## src/rtl/phase1_control_sequencer.sv

```systemverilog
// Control sequencer for the phase-1 datapath: fetches one instruction per start pulse
// and runs a register-register ALU execute, driving bus selects, load enables and ALU opcode.
module phase1_control_sequencer #(
    parameter int unsigned MEM_TIMEOUT = 15,
    parameter logic [4:0]  MUL_OPCODE  = 5'b01111,
    parameter logic [4:0]  DIV_OPCODE  = 5'b10000,
    parameter logic [4:0]  ALU_OP_MIN  = 5'b00011,
    parameter logic [4:0]  ALU_OP_MAX  = 5'b10000
) (
    input  logic        clk,
    input  logic        clr,
    input  logic        start,
    input  logic [31:0] ir_in,
    input  logic        mem_done,
    output logic [31:0] bus_select,
    output logic [15:0] reg_enable,
    output logic        y_enable,
    output logic        z_enable,
    output logic        hi_enable,
    output logic        lo_enable,
    output logic        pc_enable,
    output logic        mar_enable,
    output logic        mdr_enable,
    output logic        ir_enable,
    output logic        read,
    output logic        inc_pc,
    output logic [4:0]  alu_op,
    output logic        busy,
    output logic        done,
    output logic        error
);

    typedef enum logic [3:0] {
        IDLE, T0, T1, T2, T3, T4, T5, T6, FIN
    } state_e;

    localparam logic [7:0] TIMEOUT_CNT = MEM_TIMEOUT[7:0];

    state_e     state_q, state_d;
    logic [7:0] wait_cnt_q, wait_cnt_d;
    logic       err_q, err_d;

    logic [4:0] op;
    logic [3:0] ra, rb, rc;
    logic       unused_ir_bits;

    assign op             = ir_in[31:27];
    assign ra             = ir_in[26:23];
    assign rb             = ir_in[22:19];
    assign rc             = ir_in[18:15];
    assign unused_ir_bits = ^ir_in[14:0];

    always_comb begin
        state_d    = state_q;
        wait_cnt_d = wait_cnt_q;
        err_d      = err_q;
        bus_select = '0;
        reg_enable = '0;
        y_enable   = 1'b0;
        z_enable   = 1'b0;
        hi_enable  = 1'b0;
        lo_enable  = 1'b0;
        pc_enable  = 1'b0;
        mar_enable = 1'b0;
        mdr_enable = 1'b0;
        ir_enable  = 1'b0;
        read       = 1'b0;
        inc_pc     = 1'b0;
        alu_op     = '0;
        busy       = (state_q != IDLE);
        done       = 1'b0;
        error      = 1'b0;

        case (state_q)
            IDLE: begin
                if (start) state_d = T0;
            end
            T0: begin
                bus_select[20] = 1'b1;
                mar_enable     = 1'b1;
                inc_pc         = 1'b1;
                z_enable       = 1'b1;
                wait_cnt_d     = '0;
                state_d        = T1;
            end
            T1: begin
                read = 1'b1;
                // mem_done takes priority even on the final allowed wait cycle
                if (mem_done) begin
                    mdr_enable     = 1'b1;
                    bus_select[19] = 1'b1;
                    pc_enable      = 1'b1;
                    state_d        = T2;
                end else begin
                    wait_cnt_d = wait_cnt_q + 8'd1;
                    if (wait_cnt_d == TIMEOUT_CNT) begin
                        err_d   = 1'b1;
                        state_d = FIN;
                    end
                end
            end
            T2: begin
                bus_select[21] = 1'b1;
                ir_enable      = 1'b1;
                state_d        = T3;
            end
            T3: begin
                if (op < ALU_OP_MIN || op > ALU_OP_MAX) begin
                    err_d   = 1'b1;
                    state_d = FIN;
                end else begin
                    bus_select[rb] = 1'b1;
                    y_enable       = 1'b1;
                    state_d        = T4;
                end
            end
            T4: begin
                bus_select[rc] = 1'b1;
                alu_op         = op;
                z_enable       = 1'b1;
                state_d        = T5;
            end
            T5: begin
                bus_select[19] = 1'b1;
                if (op == MUL_OPCODE || op == DIV_OPCODE) begin
                    lo_enable = 1'b1;
                    state_d   = T6;
                end else begin
                    reg_enable[ra] = 1'b1;
                    state_d        = FIN;
                end
            end
            T6: begin
                bus_select[18] = 1'b1;
                hi_enable      = 1'b1;
                state_d        = FIN;
            end
            FIN: begin
                done    = 1'b1;
                error   = err_q;
                err_d   = 1'b0;
                state_d = IDLE;
            end
            default: state_d = IDLE;
        endcase
    end

    always_ff @(posedge clk) begin
        if (clr) begin
            state_q    <= IDLE;
            wait_cnt_q <= '0;
            err_q      <= 1'b0;
        end else begin
            state_q    <= state_d;
            wait_cnt_q <= wait_cnt_d;
            err_q      <= err_d;
        end
    end

endmodule

```

## config.mk

```make
export PLATFORM = sky130hd
export DESIGN_NAME = phase1_control_sequencer
export DESIGN_NICKNAME = d
export VERILOG_FILES = /design/src/rtl/phase1_control_sequencer.sv
export SDC_FILE = /design/constraint.sdc
export NUM_CORES = 1
export LEC_CHECK = 0
export CELL_PAD_IN_SITES_DETAIL_PLACEMENT = 1
export CELL_PAD_IN_SITES_GLOBAL_PLACEMENT = 2
export CORE_MARGIN = 2
export CORE_UTILIZATION = 18
export DETAILED_ROUTE_END_ITERATION = 8
export GPL_TIMING_DRIVEN = 1
export PLACE_DENSITY_LB_ADDON = 0.1
export SYNTH_ARGS = -nofsm -noshare
export SYNTH_HDL_FRONTEND = slang
export SYNTH_SLANG_ARGS = --single-unit
```

## constraint.sdc

```tcl
create_clock -name clk -period 4.9 [get_ports clk]
set_input_delay 1.225 -clock clk [delete_from_list [all_inputs] [get_ports clk]]
set_output_delay 1.225 -clock clk [all_outputs]
set_load 0.005 [all_outputs]
```

==> results of run 1 <==
-- power by group --
part | switching [mW] | internal, mW
registers | 0.0113 | 0.110
logic | 0.0600 | 0.0707
clock network | 0.0430 | 0.0576
total | 0.114 | 0.239
-- repair_timing --
action | in CTS | in global routing
gates resized for setup | 0 | 5
endpoints found under the setup margin | 0 | 7
buffers inserted | 0 | 0
-- flip-flops by register name, summed over array words and instances, names as in the netlist --
signal and count:
err_q 1, state_q 4, wait_cnt_q 8
-- per-layer routing --
layer | vias up | track usage, %
met2 | 63 | 20.4
met1 | 824 | 15.9
met5 | - | 0
met3 | 5 | 2.33
li1 | 861 | -
met4 | 0 | 2.90
-- how the worst max path moves through the flow --
stage                         start             to  slack (ns)  depth (start not counted)
after global routing      ir_in[27]  bus_select[8]        0.01                          7
after global placement    ir_in[27]  bus_select[7]        0.03                          7
after floorplan           ir_in[27]  bus_select[7]        1.03                          5
final                     ir_in[27]  bus_select[7]        0.12                          7
after detailed placement  ir_in[27]  bus_select[7]        0.05                          7
after CTS                 ir_in[27]  bus_select[7]        0.03                          7
-- worst max-delay path, stage by stage --
cell and delay, ns:
clkdlybuf4s50_1 0.42, or4_1 0.56, mux2i_1 0.15, buf_4 0.15, nand2_2 0.10, o32ai_1 0.37
clkdlybuf4s50_1 0.56
-- cell type report --
class                      count  area [um^2]
sequential                    13          260
inverter                       7         26.3
multi-input combinational    168         1060
clock buffer                   4         45.0
timing repair buffer          82          803
fill                         968         5480
tap                          102          128
-- kinds of logic (layout without fill, tap and decap cells) --
kind of cell	after synthesis	count (layout)	synth area share, %
buffers and inverters	33	93	13.9
AND/OR/NAND/NOR	101	101	40.3
adder cells (fa/ha/maj)	2	2	1.71
other	1	12	0.257
flip-flops	13	13	17.8
multiplexers	2	2	1.46
AO/OA/AOI/OAI	49	49	23.4
XOR/XNOR	2	2	1.20
-- stage by stage --
stage	std cells	utilization [%]	instance area [um^2]
2_1_floorplan	214	-	1500
3_3_place_gp	372	28.9	2250
3_5_place_dp	372	28.9	2250
4_1_cts	376	29.4	2300
5_1_grt	376	29.8	2330
6_report	376	29.8	2330
-- layout by cell type, fill, tap and decap left out, types with 4 or more instances in the layout --
| master | netlist | layout |
|---|---|---|
| buf_4 | 17 | 8 |
| or3_1 | 9 | 9 |
| nor2_1 | 22 | 22 |
| a311oi_1 | 4 | 4 |
| conb_1 | 1 | 12 |
| dfxtp_1 | 13 | 13 |
| nor3b_1 | 5 | 5 |
| a211oi_1 | 4 | 4 |
| nand2_1 | 9 | 8 |
| nand2b_1 | 13 | 13 |
| o22ai_1 | 11 | 11 |
| o21ai_0 | 6 | 6 |
| inv_1 | 7 | 7 |
| a21oi_1 | 8 | 8 |
| and2_1 | 6 | 6 |
| clkdlybuf4s50_1 | 0 | 73 |
| nand3_1 | 5 | 5 |
| nor3_1 | 6 | 6 |
==> summary.md, run 1 <==
| Metric | Value |
|---|---|
| Outcome | `finished clean` |
| HP Class | `reg2reg` |
| Reg-to-Reg End | `state_q[1]$_SDFFE_PP0P_` |
| Vias per cell | `4.66` |
| FF-to-FF Start | `state_q[1]$_SDFFE_PP0P_` |
| Period utilisation layout | `97.5%` |
| Pre-Repair DR Iteration Count | `4` |
| Worst-path fanout max | `6` |
| Final Slew Violations | `0` |
| Ports | `roughly 100` |
| VDD IR max | `0.0587 mV` |
| Die Span Y | `~94 um` |
| DP HPWL | `about 4200 um` |
| Worst slew pin tran | `0.653 ns` |
| Min cycle time layout | `4.78 ns` |
| Yosys cell types | `49` |
| Initial antenna violation count | `0` |
| Path type of the worst setup path | `in2out` |
| Hold path startpoint | `wait_cnt_q[6]$_SDFFE_PP0P_` |
| Clk Latency, worst-skew pair | `~0.25 ns` |
| Met2 Wirelength | `2490 um` |
| TritonCTS Buffers | `3` |
| Vias | `1,753` |
| Top sig layer | `met4` |
| Mapped Area | `1460 um^2` |
| Final setup violation count | `0` |
| RSZ-0062 raised after global routing | `no` |
| Final setup margin | `~0.12 ns` |
| Ant diodes | `0` |
| Hold Buf Count CTS | `0` |
| CP startpoint kind | `input pin` |
| Synth cell count leaders | `nor2_1 (22), buf_4 (17), dfxtp_1 (13), nand2b_1 (13), o22ai_1 (11)` |
| Critical Path RT | `3.67 ns` |
| Mean post-synth cell area | `7.19 um^2` |
| DRC Markers | `0` |
| Power Dens Cells | `152 nW/um^2` |
| Initial DRC count | `59` |
| Area contributors post-synth | `dfxtp_1 (18%), buf_4 (8.7%), nor2_1 (5.7%)` |
| Final ANT Viol Nets | `0` |
| # clock sinks | `13` |
| Clk buf depth | `2` |
| Placement Rows | `32` |
| Layout Nets | `approximately 310` |
| Ys flop type | `dfxtp_1` |
| Most frequent cell after synthesis | `nor2_1` |
| Max_slew headroom | `a little under three fifths` |
| Hold Path End | `wait_cnt_q[6]$_SDFFE_PP0P_` |
| WL met1 | `2520 um` |
| CTS root buf | `clkbuf_8` |
| Layout Skew | `roughly 0.0019 ns` |
| Pleak | `between 0.7 and 0.8 nW` |
| Sequential share of the synthesized area | `17.8%` |
| Syn Inst Count | `203` |
| CTS clk-pin slew, worst paths | `0.06 ns` |
| Core box area | `slightly below 8000 um^2` |
| Share of Yosys cell area claimed by the top area cell type | `17.8%` |
| Area delta synth->final | `59.3%` |
| Die area | `8850 um^2` |
| Routed wire per std cell | `between 10 and 15 um` |
| R2r worst-path depth | `4` |
| Synth warnings | `0` |
| Setup WS pre-CTS | `0.0499 ns` |
| MaxCap Viol Count | `0` |
| Layout cells sized above 1 | `8.76%` |
| Starting Density | `a little under a fifth` |
| EDFF count, synth | `0` |
| Hold Crit Depth | `1` |
| DRT Wirelength | `approximately 5400 um` |
| CTS tree | `yes` |
| Buffers on Ports | `74` |
| Hold Fails Final Rpt | `0` |
| Ys async rst share | `0%` |
| Total GRT Usage | `around 12%` |
| Fin Hold WS | `0.511 ns` |
| Leading area contributor after synthesis | `dfxtp_1` |
| Fmax | `209 MHz` |
| H-Tree Depth | `1` |
| CP Capture Type | `primary output` |
| Final GP Congestion | `0.724` |
| Die Width | `94.1 um` |
| Largest net degree at the start of global routing | `14` |
| Setup TNS | `0 ns` |
| Met3 wire len | `355 um` |
| Overflow after GRT | `0` |
| Tot Pwr | `0.353 mW` |
| Critical Path AT | `3.55 ns` |
| Vias in the first global route | `about 1,800` |
| R2R setup slack | `2.91 ns` |
| Register bit total from synthesis | `13` |
| Global-route wire length before repair | `approximately 8700 um` |
Power figures use the tool's default switching activity.
==> run 2: changes to the inputs <==
SKIP_CTS_REPAIR_TIMING = 1   (was default)
==> results of run 2 <==
Same layout as run 1: the final DEF is identical, and so are final timing and power.
